[config.mk]
export PLATFORM = sky130hd
export DESIGN_NAME = lsu_ctrl
export DESIGN_NICKNAME = d
export VERILOG_FILES = /design/src/rtl/lsu_ctrl_pkg.sv /design/src/rtl/mem_align.sv /design/src/rtl/lsu_ctrl.sv
export SDC_FILE = /design/constraint.sdc
export NUM_CORES = 1
export LEC_CHECK = 0
export BUFFER_PORTS_ARGS = -buffer_cell sky130_fd_sc_hd__buf_2
export CORE_UTILIZATION = 45
export CTS_CLUSTER_DIAMETER = 120
export DETAILED_ROUTE_END_ITERATION = 6
export PLACE_DENSITY = 0.74
export SLEW_MARGIN = 10
export SYNTH_ARGS = -nofsm -noshare
export SYNTH_HDL_FRONTEND = slang
export SYNTH_SLANG_ARGS = --single-unit
[constraint.sdc]
create_clock -name clk -period 2.1 [get_ports clk]
set_input_delay 0.315 -clock clk [delete_from_list [all_inputs] [get_ports clk]]
set_output_delay 0.315 -clock clk [all_outputs]
set_load 0.005 [all_outputs]
[src/rtl/lsu_ctrl_pkg.sv]
// Shared types and helpers for the load-store unit front end.
// Provides funct3 size codes, FSM states and the natural-alignment check.
// Imported by mem_align and lsu_ctrl.
package lsu_ctrl_pkg;

    typedef enum logic [2:0] {
        MEM_B  = 3'b000,
        MEM_H  = 3'b001,
        MEM_W  = 3'b010,
        MEM_BU = 3'b100,
        MEM_HU = 3'b101
    } mem_size_e;

    typedef enum logic [1:0] {
        IDLE = 2'd0,
        REQ  = 2'd1,
        RESP = 2'd2
    } lsu_ctrl_state_e;

    // Illegal funct3 codes behave as word accesses, so anything that is not
    // a byte or halfword code must be word aligned.
    function automatic logic is_misaligned(input logic [2:0] funct3,
                                           input logic [1:0] offset);
        logic mis;
        case (funct3)
            MEM_B, MEM_BU: mis = 1'b0;
            MEM_H, MEM_HU: mis = offset[0];
            default:       mis = (offset != 2'b00);
        endcase
        return mis;
    endfunction

endpackage

[src/rtl/mem_align.sv]
// Byte-lane steering: store lane replication + byte enables, load extract + sign/zero extension.
// Latency: purely combinational, zero cycles.
// Backpressure: none; ports: funct3/offset/st_data/ld_raw in, byte_en/st_lane_data/ld_data out.
module mem_align
    import lsu_ctrl_pkg::*;
(
    input  logic [2:0]  funct3,
    input  logic [1:0]  offset,
    input  logic [31:0] st_data,
    input  logic [31:0] ld_raw,
    output logic [3:0]  byte_en,
    output logic [31:0] st_lane_data,
    output logic [31:0] ld_data
);

    logic [31:0] byte_shift;
    logic [31:0] half_shift;
    logic [7:0]  ld_byte;
    logic [15:0] ld_half;

    // Halfword lanes only look at offset[1] and words ignore the offset, so a
    // misaligned access lands on its naturally aligned unit automatically.
    assign byte_shift = ld_raw >> {offset, 3'b000};
    assign half_shift = ld_raw >> {offset[1], 4'b0000};
    assign ld_byte    = byte_shift[7:0];
    assign ld_half    = half_shift[15:0];

    always_comb begin
        byte_en      = 4'b1111;
        st_lane_data = st_data;
        ld_data      = ld_raw;
        case (funct3)
            MEM_B: begin
                byte_en      = 4'b0001 << offset;
                st_lane_data = {4{st_data[7:0]}};
                ld_data      = {{24{ld_byte[7]}}, ld_byte};
            end
            MEM_BU: begin
                byte_en      = 4'b0001 << offset;
                st_lane_data = {4{st_data[7:0]}};
                ld_data      = {24'h0, ld_byte};
            end
            MEM_H: begin
                byte_en      = 4'b0011 << {offset[1], 1'b0};
                st_lane_data = {2{st_data[15:0]}};
                ld_data      = {{16{ld_half[15]}}, ld_half};
            end
            MEM_HU: begin
                byte_en      = 4'b0011 << {offset[1], 1'b0};
                st_lane_data = {2{st_data[15:0]}};
                ld_data      = {16'h0, ld_half};
            end
            default: begin
                byte_en      = 4'b1111;
                st_lane_data = st_data;
                ld_data      = ld_raw;
            end
        endcase
    end

endmodule

[src/rtl/lsu_ctrl.sv]
// LSU front end: accepts one RV32 memory op, strobes the LSU until valid, returns the extended result.
// Latency: accept -> REQ next cycle -> RESP one cycle after lsu_valid_i (>= 3 cycles/op, no overlap).
// Backpressure: req_ready_o only in IDLE; RESP holds until rsp_ready_i; watchdog aborts stuck REQ.
// Optional: define MISALIGN_TRAP_EN to trap misaligned H/W accesses instead of aligning them down.
module lsu_ctrl
    import lsu_ctrl_pkg::*;
#(
    parameter int unsigned TIMEOUT_CYCLES = 64,
    parameter int unsigned CNT_W          = 8
) (
    input  logic        clk,
    input  logic        rstn_i,
    input  logic        req_valid_i,
    output logic        req_ready_o,
    input  logic        req_we_i,
    input  logic [2:0]  req_funct3_i,
    input  logic [31:0] req_addr_i,
    input  logic [31:0] req_data_i,
    output logic        rsp_valid_o,
    input  logic        rsp_ready_i,
    output logic [31:0] rsp_data_o,
    output logic        rsp_err_o,
    output logic        rsp_misaligned_o,
    output logic        lsu_read_o,
    output logic        lsu_write_o,
    output logic [3:0]  lsu_we_o,
    output logic [31:0] lsu_addr_o,
    output logic [31:0] lsu_data_o,
    input  logic [31:0] lsu_data_i,
    input  logic        lsu_valid_i
);

    localparam logic [CNT_W-1:0] TO_LAST =
        (TIMEOUT_CYCLES == 0) ? '0 : CNT_W'(TIMEOUT_CYCLES - 1);

    lsu_ctrl_state_e state_q, state_d;

    logic             we_q;
    logic [2:0]       funct3_q;
    logic [31:0]      addr_q;
    logic [31:0]      sdata_q;
    logic [CNT_W-1:0] cnt_q;
    logic [31:0]      rsp_data_q;
    logic             rsp_err_q;
    logic             rsp_mis_q;

    logic [3:0]       byte_en;
    logic [31:0]      st_lane_data;
    logic [31:0]      ld_data;
    logic             mis_trap;
    logic             timeout_hit;

`ifdef MISALIGN_TRAP_EN
    assign mis_trap = is_misaligned(req_funct3_i, req_addr_i[1:0]);
`else
    assign mis_trap = 1'b0;
`endif

    // Valid has priority: timeout only matters when no valid arrives this cycle.
    assign timeout_hit = (TIMEOUT_CYCLES != 0) && (cnt_q == TO_LAST);

    mem_align u_align (
        .funct3       (funct3_q),
        .offset       (addr_q[1:0]),
        .st_data      (sdata_q),
        .ld_raw       (lsu_data_i),
        .byte_en      (byte_en),
        .st_lane_data (st_lane_data),
        .ld_data      (ld_data)
    );

    always_ff @(posedge clk or negedge rstn_i) begin
        if (!rstn_i) begin
            state_q <= IDLE;
        end else begin
            state_q <= state_d;
        end
    end

    always_comb begin
        state_d          = state_q;
        req_ready_o      = 1'b0;
        rsp_valid_o      = 1'b0;
        lsu_read_o       = 1'b0;
        lsu_write_o      = 1'b0;
        lsu_we_o         = 4'b0000;
        lsu_addr_o       = 32'h0;
        lsu_data_o       = 32'h0;
        rsp_data_o       = rsp_data_q;
        rsp_err_o        = rsp_err_q;
        rsp_misaligned_o = rsp_mis_q;
        case (state_q)
            IDLE: begin
                req_ready_o = 1'b1;
                if (req_valid_i) begin
                    state_d = mis_trap ? RESP : REQ;
                end
            end
            REQ: begin
                lsu_read_o  = !we_q;
                lsu_write_o = we_q;
                lsu_addr_o  = {addr_q[31:2], 2'b00};
                if (we_q) begin
                    lsu_we_o   = byte_en;
                    lsu_data_o = st_lane_data;
                end
                if (lsu_valid_i || timeout_hit) begin
                    state_d = RESP;
                end
            end
            RESP: begin
                rsp_valid_o = 1'b1;
                if (rsp_ready_i) begin
                    state_d = IDLE;
                end
            end
            default: state_d = IDLE;
        endcase
    end

    always_ff @(posedge clk or negedge rstn_i) begin
        if (!rstn_i) begin
            we_q       <= 1'b0;
            funct3_q   <= 3'b000;
            addr_q     <= 32'h0;
            sdata_q    <= 32'h0;
            cnt_q      <= '0;
            rsp_data_q <= 32'h0;
            rsp_err_q  <= 1'b0;
            rsp_mis_q  <= 1'b0;
        end else begin
            case (state_q)
                IDLE: begin
                    if (req_valid_i) begin
                        we_q       <= req_we_i;
                        funct3_q   <= req_funct3_i;
                        addr_q     <= req_addr_i;
                        sdata_q    <= req_data_i;
                        cnt_q      <= '0;
                        rsp_data_q <= 32'h0;
                        rsp_err_q  <= 1'b0;
                        rsp_mis_q  <= mis_trap;
                    end
                end
                REQ: begin
                    cnt_q <= cnt_q + 1'b1;
                    if (lsu_valid_i) begin
                        rsp_data_q <= we_q ? 32'h0 : ld_data;
                    end else if (timeout_hit) begin
                        rsp_err_q  <= 1'b1;
                        rsp_data_q <= 32'h0;
                    end
                end
                RESP: begin
                    if (rsp_ready_i) begin
                        rsp_data_q <= 32'h0;
                        rsp_err_q  <= 1'b0;
                        rsp_mis_q  <= 1'b0;
                    end
                end
                default: ;
            endcase
        end
    end

endmodule

======== Yosys cells after proc, flatten, opt, wreduce, memory -nomap -nowiden ========
Index checks and enable logic that the tools add are counted.
storage, ports and cells
  bits in registers ....................... 112
  output and inout port bits .............. 106
cells by class
  reductions and logical operators ........ 15
  $add $sub $neg .......................... 1
  equality and inequality tests ........... 12
  muxes and demuxes ....................... 30
  shifts and indexed selects .............. 4
operator list
  kind                                                                   count
  32-bit 2-to-1 mux                                                      8
  32-bit one-hot mux with 4 select lines                                 1
  32-bit one-hot mux with 3 select lines                                 1
  32-bit one-hot mux with 2 select lines                                 1
  32-bit by 5-bit right shift with 16-bit output                         1
  32-bit by 5-bit right shift with 8-bit output                          1
  8-bit one-hot mux with 2 select lines                                  1
  2-bit != test, second input constant                                   5
  8-bit by 1-bit adder with 8-bit output, second input constant          1
  8-bit by 6-bit equality test with 1-bit output, second input constant  1
  1-bit 2-to-1 mux                                                       8
  4-bit 2-to-1 mux                                                       2
  8-bit 2-to-1 mux                                                       1
  4-bit one-hot mux with 2 select lines                                  1
  3-bit equality test, second input constant                             2
  2-bit 2-to-1 mux                                                       3
  2-bit one-hot mux with 3 select lines                                  1
  3-bit AND reduction                                                    2
  5-bit AND reduction                                                    1
  2-bit AND reduction                                                    2
  4-bit AND reduction                                                    1
  2-bit nonzero test                                                     2
  2-bit OR reduction                                                     2
  1-bit by 2-bit left shift with 4-bit output, first input constant      1
  12 further kinds                                                       12

======== Longest topological paths before layout ========
Gate-level depths: netlist (run 1).
  word-level depth ........................ 5
  gate-level depth with buffers ........... 7
  depth with buffers taken out ............ 5

======== Modules after synthesis ========
A second synthesis (run 1) with hierarchy kept.
unflattened totals
  cell total of the unflattened synthesis .. 605
  area total of the unflattened synthesis .. 6530.0 um^2
by module, submodules not included
  module     cells an instance  area each (um^2)  instances
  lsu_ctrl   429                5362.6            1
  mem_align  176                1167.4            1

======== Worst setup path after synthesis (run 1) ========
Ideal clock, no wire load.
  path type ............................... flip-flop to output port
  from .................................... reg state_q[1]
  to ...................................... out lsu_data_o[22]
  data arrival time ....................... 1.364 ns
  path slack .............................. 0.421 ns
  data required time ...................... 1.785 ns
  stages on the path, launching flop included .. 8
  cells stage by stage .................... dfrtp_1 > clkbuf_1 > nor2b_1 > buf_2 > nand2_1 > buf_2 > buf_1 > nor2_1
between the ends
  word-level cells in the longest chain between the ends .. 2
ends and longest elaborated chain
  element                                         RTL line        source
  start: declaration                              lsu_ctrl.sv:36  lsu_ctrl_state_e state_q, state_d;
  start signal: assignment                        lsu_ctrl.sv:76  state_q <= state_d;
  2-bit by 1-bit equality test with 1-bit output  lsu_ctrl.sv:92  case (state_q)
  32-bit 2-to-1 mux                               lsu_ctrl.sv:92
  end: declaration                                lsu_ctrl.sv:28  output logic [31:0] lsu_data_o,
No other way between the ends.

======== Worst setup path after layout (run 1) ========
  from .................................... reg addr_q[0]
  to ...................................... out lsu_we_o[0]
between the ends
  word-level cells in the longest chain between the ends .. 4
ends and longest elaborated chain
  element                                      RTL line                          source
  start: declaration                           lsu_ctrl.sv:40                    logic [31:0] addr_q;
  start signal: assignment                     lsu_ctrl.sv:137                   addr_q <= req_addr_i;
  1-bit by 2-bit left shift with 4-bit output  mem_align.sv:34, mem_align.sv:39
  4-bit one-hot mux with 2 select lines        mem_align.sv:32                   case (funct3)
  4-bit 2-to-1 mux                             lsu_ctrl.sv:103                   if (we_q) begin
  4-bit 2-to-1 mux                             lsu_ctrl.sv:92
  end: declaration                             lsu_ctrl.sv:26                    output logic [3:0] lsu_we_o,
No other way between the ends.

==> results by group, run 1 <==
Floorplanning
  – Die W: 113.4 um
  – Core Area: 12060 um2
  – Initial core utilization: roughly 46%
  – Die ar.: between 10000 and 15000 um2
  – Rows: 40
  – Die height: 113.4 um
  – Ports: 211

STA
  – RSZ-0062 raised after global routing: no
  – Hold Violations, Final: 0
  – Setup tns final: 0 ns
  – Layout Skew: 0.009116 ns
  – Fin crit period: 2.000 ns
  – Max-slew violation count: 0
  – Max Fclk: 499.9 MHz
  – Finish-stage setup viols: 0
  – Period utilisation layout: 95.26%

Clock tree
  – Clock Tree Buf Depth: 2
  – Num Clock Sinks: 111
  – Clk Latency, worst-skew pair: 0.35 ns
  – CTS tree: yes
  – Reg clk slew, reported paths: 0.07 ns
  – Clk root buf: clkbuf_16
  – H-tree depth: 3
  – CTS Buf Count: 9

Final layout
  – Layout Utilization: 59.53%
  – Nets: 936
  – Most frequent cells in the layout: nand2_1 (222), buf_2 (206), dfrtp_1 (107)
  – Ratio of cells with drive above 1 in the final layout: 31.62%
  – Commonest non-fill, non-tap cell in the layout: nand2_1
  – Finished Layout Cells: 1003
  – Antenna cells: 0
  – Area delta synth->final: 28.53%

Power
  – Pleak: 3.864 nW
  – Pwr Total: 10.34 mW
  – Pwr/cell area: 1439 nW/um2
  – Worst vdd ir: 0.0006251 V

Setup path
  – Max stage delay on crit path: 0.51 ns
  – Crit Path Max Fanout: 8
  – CP cell instances: nor2b_1 -> o21ai_0 -> nor2b_1 -> buf_2
  – R2R depth: 5
  – CP delay by family, top: flip-flops
  – Worst r2r src: addr_q[0]
  – RR Endpoint: rsp_data_o[0]
  – Most common cell on crit path: nor2b_1
  – R2R setup slack: between 0.2 and 0.3 ns
  – Worst Path Class, Setup: reg -> out
  – Crit path buf inv count: 1
  – Worst setup EP type: primary output
  – Worst EP arrival: 1.69 ns
  – Critical path's slowest cell: dfrtp_1
  – WP data required: 1.78 ns
  – Startpoint Class: flip-flop

Synth
  – Cells after Synth: 634
  – Synth cell types: 46
  – Register area share after synthesis: 49.72%
  – Number of flops mapped to enable cells by yosys: 0
  – Synthesis warning total: 0
  – Avg Inst Size Synth: 8.812 um2
  – Ys flop type: dfrtp_1
  – Asr flop ratio synth: 100.0%
  – Mapped Area: 5587 um2
  – Synthesized flop and latch total: roughly 110

Hold path
  – Hold Crit Class: in -> reg
  – Hold EP: addr_q[18]
  – Min-delay src: req_addr_i[18]
  – WHS Path Cells: 3

Drt
  – Detailed Routing Iterations Pass 1: 7
  – Vias: ~5.3k
  – Residual DRC count: 0
  – DR iter-0 viols: 472
  – Post-DR vias/cell: between 5 and 6
  – WL final: 15570 um
  – WL/cell: 15.52 um
  – Routed Antenna Nets: 0

GRT
  – Vias in the first global route: 5164
  – Antenna violations before repair: 0
  – First-pass GRT wire length: 25430 um
  – GR Overflow Total: 0
  – Tot GR Track Use: between 20 and 30%
  – Largest net degree at the start of global routing: 74

Run
  – Maxcap violations: 0

Run status
  – Status: finished, final reports clean

Placement
  – Dpl hpwl: 11390 um
  – GP Congestion: 0.8755
  – IO buf count: 207
  – Placed cell count: slightly below 1k
cell usage after synthesis, drive strengths merged, types with 6 or more instances:
master | instances | area, um2
mux2i | 18 | 180.2
clkbuf | 29 | 108.9
o2bb2ai | 31 | 271.5
nor2 | 36 | 135.1
a21oi | 34 | 170.2
o21ai | 19 | 106.4
nand2 | 223 | 837.1
buf | 19 | 113.9
dfrtp | 111 | 2778
nor2b | 6 | 37.54
and3 | 8 | 50.05
and2 | 32 | 200.2
logic make-up after synthesis:
logic type	share of synthesized area, %
other	0.06712
multiplexers	5.442
buffers and inverters	4.322
adder cells (fa/ha/maj)	0.2239
AND/OR/NAND/NOR	24.55
flip-flops	49.72
AO/OA/AOI/OAI	15.68
sequential cells by signal, summed over array words and instances, names as in the netlist:
name,cells
cnt_q,8
state_q,2
rsp_data_o,32
funct3_q,3
sdata_q,32
addr_q,32
rsp_err_o,1
we_q,1
cell type report:
cell class / count / area, um2
Fill cell: 1090 / 4881
Inverter: 5 / 18.77
Clock buffer: 12 / 246.5
Sequential cell: 111 / 2783
Multi-Input combinational cell: 472 / 2594
Clock inverter: 4 / 45.04
Timing Repair Buffer: 231 / 1284
Tap cell: 168 / 210.2
worst max path at each step:
stage / start / end / cells after the start
2_1_floorplan: state_q[1] / lsu_data_o[22] / 7
3_3_place_gp: cnt_q[0] / rsp_data_o[2] / 7
3_5_place_dp: cnt_q[0] / rsp_data_o[29] / 7
4_1_cts: state_q[0] / lsu_data_o[10] / 5
5_1_grt: state_q[1] / lsu_we_o[1] / 5
6_report: addr_q[0] / lsu_we_o[0] / 4
worst reg2reg max path, stage by stage, from the launching register on:
cell and delay (ns):
dfrtp_1 0.55, nor2b_1 0.25, o21ai_0 0.18, buf_4 0.21, a222oi_1 0.36, o2bb2ai_1 0.13
where the power goes:
part | internal (mW) | leakage [nW] | switching (mW)
Combinational | 2.10 | 2.30 | 2.68
Sequential | 3.08 | 1.42 | 0.757
Clock | 0.954 | 0.146 | 0.762
through the flow:
stage | hold slack (ns) | instance area (um2) | setup WS, ns
6_report | 0.1516 | 7181 | 0.09955
3_3_place_gp | 0.2948 | 6853 | 0.1928
4_1_cts | 0.1419 | 7156 | 0.05986
3_5_place_dp | 0.3023 | 6853 | 0.1000
5_1_grt | 0.1467 | 7181 | 0.01128
2_1_floorplan | 0.01941 | 5594 | 0.4209
routing by layer:
metal  track usage [%]  vias up  wire, um
li1                  -     2529         -
met1             33.42     2528      6791
met2             39.63      235      7251
met3             5.207       30      1129
met4             11.58        0       398
met5                 0        -         0
what timing repair did:
action,in CTS,in global routing
buffers inserted,0,3
endpoints found under the setup margin,8,34
gates cloned,0,0
hold endpoints to repair,31,0
gates resized for setup,1,2
hold buffers,1,0
pin swaps,0,1
(Power assumes the default switching activity.)
==> run 2, diff against run 1 <==
CORE_UTILIZATION = 50   (was 45)
PLACE_DENSITY = 0.81   (was 0.74)
==> results by group, run 2 (synthesized netlist as in run 1, its figures left out) <==
Clock tree
  – CTS tree: yes
  – Clk root buf: clkbuf_8
  – Num Clock Sinks: 111
  – CTS Buf Count: 9
  – Clk Latency, worst-skew pair: 0.39 ns
  – Clock Tree Buf Depth: 2
  – Reg clk slew, reported paths: around 0.11 ns
  – H-tree depth: 3

GRT
  – GR Overflow Total: 0
  – Tot GR Track Use: 27.35%
  – Antenna violations before repair: 0
  – First-pass GRT wire length: 24390 um
  – Vias in the first global route: 5046
  – Largest net degree at the start of global routing: 74

STA
  – Worst-margin pin slew: approximately 0.8 ns
  – Max Fclk: 493.5 MHz
  – Hold Violations, Final: 0
  – Fin crit period: slightly above 2 ns
  – Finish-stage setup viols: 0
  – Layout Skew: 0.01365 ns
  – Slew margin rel.: 46.31%
  – Period utilisation layout: 96.49%
  – Max-slew violation count: 0

Final layout
  – Ratio of cells with drive above 1 in the final layout: 32.50%
  – Nets: 938
  – Area delta synth->final: 27.61%
  – Most frequent cells in the layout: nand2_1 (221), buf_2 (206), dfrtp_1 (108)
  – Filler Cell Count: 914
  – Cell area after layout: 7129 um2
  – Antenna cells: 0
  – Commonest non-fill, non-tap cell in the layout: nand2_1
  – Finished Layout Cells: 977

Run
  – Maxcap violations: 0

Setup path
  – Worst r2r src: cnt_q[0]
  – WP data required: 1.78 ns
  – Crit Path Max Fanout: 15
  – Worst setup EP type: primary output
  – Crit path buf inv count: 3
  – CP startpoint: state_q[1]
  – Startpoint Class: flip-flop
  – CP delay by family, top: buffers and inverters
  – Worst Path Class, Setup: reg -> out
  – Worst EP arrival: approximately 1.7 ns
  – Critical path's slowest cell: dfrtp_1
  – CP cell instances: buf_4 -> nor2b_4 -> nand2_4 -> buf_12 -> a21oi_1 -> buf_2
  – Max stage delay on crit path: 0.40 ns

Placement
  – Placed cell count: ~960
  – Area after DPL: 6788 um2
  – GP Congestion: between 0.9 and 1
  – Dpl hpwl: 10980 um
  – IO buf count: ~210

Drt
  – Routed Antenna Nets: 0
  – Post-DR vias/cell: 5.494
  – Residual DRC count: 0
  – Detailed Routing Iterations Pass 1: 7
  – DR iter-0 viols: 396
  – WL/cell: 16.23 um
  – Vias: 5368
  – WL final: 15860 um

Power
  – Reg power frac: 37.2%
  – Pwr/cell area: 1426 nW/um2
  – Comb pwr share: 48.3%
  – Pint: just under 6 mW
  – P_sw: around 4.3 mW
  – Sw Ratio: 42.25%
  – Clk network pwr share: between 10 and 15%
  – Worst vdd ir: 0.0005480 V
  – Pleak: a little under 4 nW

Floorplanning
  – Rows: 38
  – Ports: 211
  – Core Area: around 11000 um2
  – Initial core utilization: 51.54%
  – Die ar.: 11600 um2
  – Die W: 107.7 um
  – Die height: 107.7 um

Hold path
  – Hold Crit Class: in -> reg
  – Min-delay src: req_addr_i[18]

Run status
  – Status: finished, final reports clean
## run 2: path summary, 6_finish.rpt
path | end | slack [ns] | depth (start not counted)
max reg2reg | rsp_data_o[15] | 0.11 | 5
max | lsu_data_o[15] | 0.07 | 6
min in group asynchronous | rsp_data_o[27] | 0.38 | 2
min | addr_q[18] | 0.11 | 3
max in group asynchronous | sdata_q[6] | 1.12 | 3
min reg2reg | addr_q[16] | 0.47 | 2
## run 2: per-stage QoR
step	setup slack [ns]	power, mW	setup TNS (ns)	util (%)	hold WS, ns
3_3_place_gp	0.06829	8.273	0	62.62	0.2495
6_report	0.07380	10.16	0	65.77	0.1098
2_1_floorplan	0.4209	6.738	0	-	0.01941
3_5_place_dp	-0.01643	8.460	-0.02558	62.62	0.2669
5_1_grt	-0.007042	10.92	-0.01792	65.77	0.09773
4_1_cts	0.02901	10.02	0	65.10	0.1040
## run 2: worst register-to-register path: cells and delay by family, from the launching register on
kind                     cells  cell delay [ns]
AND/OR/NAND/NOR              2             0.69
AO/OA/AOI/OAI                2             0.60
flip-flops                   1             0.42
adder cells (fa/ha/maj)      1             0.19
## run 2: per-layer routing
| layer | vias up | GRT usage (%) | routed length [um] |
|---|---|---|---|
| li1 | 2538 | - | - |
| met4 | 0 | 10.18 | 297 |
| met2 | 257 | 43.50 | 7543 |
| met3 | 24 | 5.932 | 1364 |
| met1 | 2549 | 36.63 | 6649 |
| met5 | - | 0 | 0 |
## run 2: power by group through the flow
stage,clock [mW],sequential [mW],combinational [mW]
6_report,1.48,3.78,4.91
5_1_grt,1.57,3.90,5.45
4_1_cts,1.49,3.78,4.75
3_5_place_dp,0,3.82,4.64
3_3_place_gp,0,3.77,4.50
2_1_floorplan,0,3.58,3.16
## run 2: repair_timing
item	in CTS	in global routing
buffers inserted	0	2
resized for setup	4	9
hold buffers	1	0
endpoints found under the hold margin	22	0
gates cloned	1	1
pin swaps	1	0
setup endpoints to repair	31	42
## run 2: area by class of cell
class                   count  area (um2)  share of cell area (%)
repair buffers            232        1284                   18.01
clock buffers              10       137.6                   1.931
multi-input cells         473        2641                   37.05
clock inverters             6       91.34                   1.281
flip-flops and latches    111        2781                   39.01
well taps                 140       175.2                   2.457
inverters                   5       18.77                  0.2633
==> run 3, diff against run 2 <==
SETUP_SLACK_MARGIN = 0.2   (was unset)
clock period = 2 ns   (was 2.1 ns; I/O delays follow)
==> results by group, run 3 (synthesized netlist as in run 1, its figures left out) <==
GRT
  – Vias in the first global route: 5120
  – First-pass GRT wire length: around 25000 um
  – Tot GR Track Use: 27.95%
  – Largest net degree at the start of global routing: 74
  – GR Overflow Total: 0
  – Antenna violations before repair: 0

Placement
  – Placed cell count: approximately 960
  – GP Congestion: between 0.8 and 0.9
  – IO buf count: around 210
  – Dpl hpwl: 11450 um
  – Placement Setup Slack: 0.1575 ns

Final layout
  – Finished Layout Cells: about 1.0k
  – Nets: 962
  – Filler Cell Count: 817
  – Commonest non-fill, non-tap cell in the layout: nand2_1
  – Most frequent cells in the layout: nand2_1 (221), buf_2 (187), dfrtp_1 (105)
  – Antenna cells: 0
  – Ratio of cells with drive above 1 in the final layout: 39.53%
  – Layout Utilization: between 70% and 80%
  – Area delta synth->final: 39.78%

Setup path
  – WP data required: 1.70 ns
  – Startpoint Class: flip-flop
  – R2R setup slack: between 0.2 and 0.3 ns
  – Crit Path Max Fanout: 7
  – Worst setup EP type: primary output
  – Crit path to: lsu_data_o[31]
  – R2R depth: 5
  – RR Endpoint: rsp_data_o[15]
  – Worst r2r src: funct3_q[1]
  – Worst EP arrival: 1.66 ns
  – Worst Path Class, Setup: reg -> out
  – CP startpoint: state_q[1]

STA
  – Min Hold Slack: between 0.09 and 0.1 ns
  – RSZ-0062 raised after global routing: yes
  – Finish-stage setup viols: 0
  – Fin crit period: 1.960 ns
  – Hold Violations, Final: 0
  – Final WS setup: between 0.03 and 0.04 ns
  – Period utilisation layout: 98.02%
  – Max Fclk: 510.1 MHz
  – Layout Skew: 0.01050 ns
  – Max-slew violation count: 0

Clock tree
  – Num Clock Sinks: ~110
  – Clock Tree Buf Depth: 2
  – CTS Buf Count: 9
  – H-tree depth: 3
  – Clk root buf: clkbuf_8
  – Reg clk slew, reported paths: roughly 0.1 ns
  – CTS tree: yes
  – Clk Latency, worst-skew pair: 0.39 ns

Hold path
  – Hold Crit Class: in -> reg

Drt
  – WL final: ~18000 um
  – WL/cell: 17.77 um
  – Vias: 5607
  – DR iter-0 viols: ~430
  – Routed Antenna Nets: 0
  – Detailed Routing Iterations Pass 1: 5
  – Residual DRC count: 0
  – Post-DR vias/cell: ~5.6

Floorplanning
  – Die ar.: 11600 um2
  – Die height: 107.7 um
  – Initial core utilization: between 50% and 60%
  – Rows: 38
  – Ports: 211
  – Core Area: 10840 um2
  – Die W: between 100 and 150 um

Power
  – Worst vdd ir: about 0.00086 V
  – Pwr Total: 12.12 mW
  – Pwr/cell area: 1552 nW/um2
  – Pleak: 4.081 nW

Run
  – Maxcap violations: 0

Run status
  – Status: finished, final reports clean
## run 3: cell count changes in the layout (fill, tap and decap cells not counted), sizes merged
| cell | delta |
|---|---|
| clkinvlp | +3 |
| o31ai | -1 |
| clkinv | -1 |
| inv | -4 |
| clkbuf | +7 |
| bufinv | -1 |
| buf | +20 |
## run 3: power by group
part           internal [mW]  switching, mW
logic                   3.21           3.47
clock network          0.640          0.745
registers               3.24          0.827
total                   7.08           5.04
## run 3: cell type report
class	instances	area [um2]	area share [%]
multi-input cells	472	2856	36.58
flip-flops and latches	111	2785	35.67
repair buffers	257	1768	22.64
well taps	140	175.2	2.243
clock buffers	12	155.1	1.987
clock inverters	3	42.54	0.5448
inverters	5	26.28	0.3365
## run 3: metrics by stage
step | area, um2 | TNS [ns]
2_1_floorplan | 5594 | 0
3_3_place_gp | 6793 | 0
3_5_place_dp | 6793 | 0
4_1_cts | 7132 | 0
5_1_grt | 7809 | -0.01153
6_report | 7809 | 0
## run 3: layer usage
layer  part of all wire [%]  track usage (%)
met1                     40            36.57
met2                     49            46.02
met3                    8.9            6.840
met4                    2.0            7.926
met5                      0                0
## run 3: worst max-delay path, cell delays in order, from the launching register on
cell	delay (ns)
dfrtp_2	0.44
nor2b_4	0.17
nand2_4	0.12
clkbuf_16	0.20
nor2_1	0.18
buf_2	0.17
## run 3: timing repair
item                       CTS  global route
hold endpoints to repair    26             0
resized for setup           17            99
hold buffers                 1             0
gates cloned                 0             9
setup buffers               10            10
pin swaps                    5            33
setup endpoints to repair   91            94
## run 3: worst min path at each step
stage,end,from,slack (ns),cells after the start
floorplan,addr_q[0],rstn_i,0.004,0
global placement,rsp_data_o[10],rstn_i,0.25,1
detailed placement,rsp_data_o[14],rstn_i,0.25,1
CTS,sdata_q[6],req_data_i[6],0.08,3
global route,sdata_q[19],req_data_i[19],0.08,3
finish,addr_q[2],req_addr_i[2],0.1,3
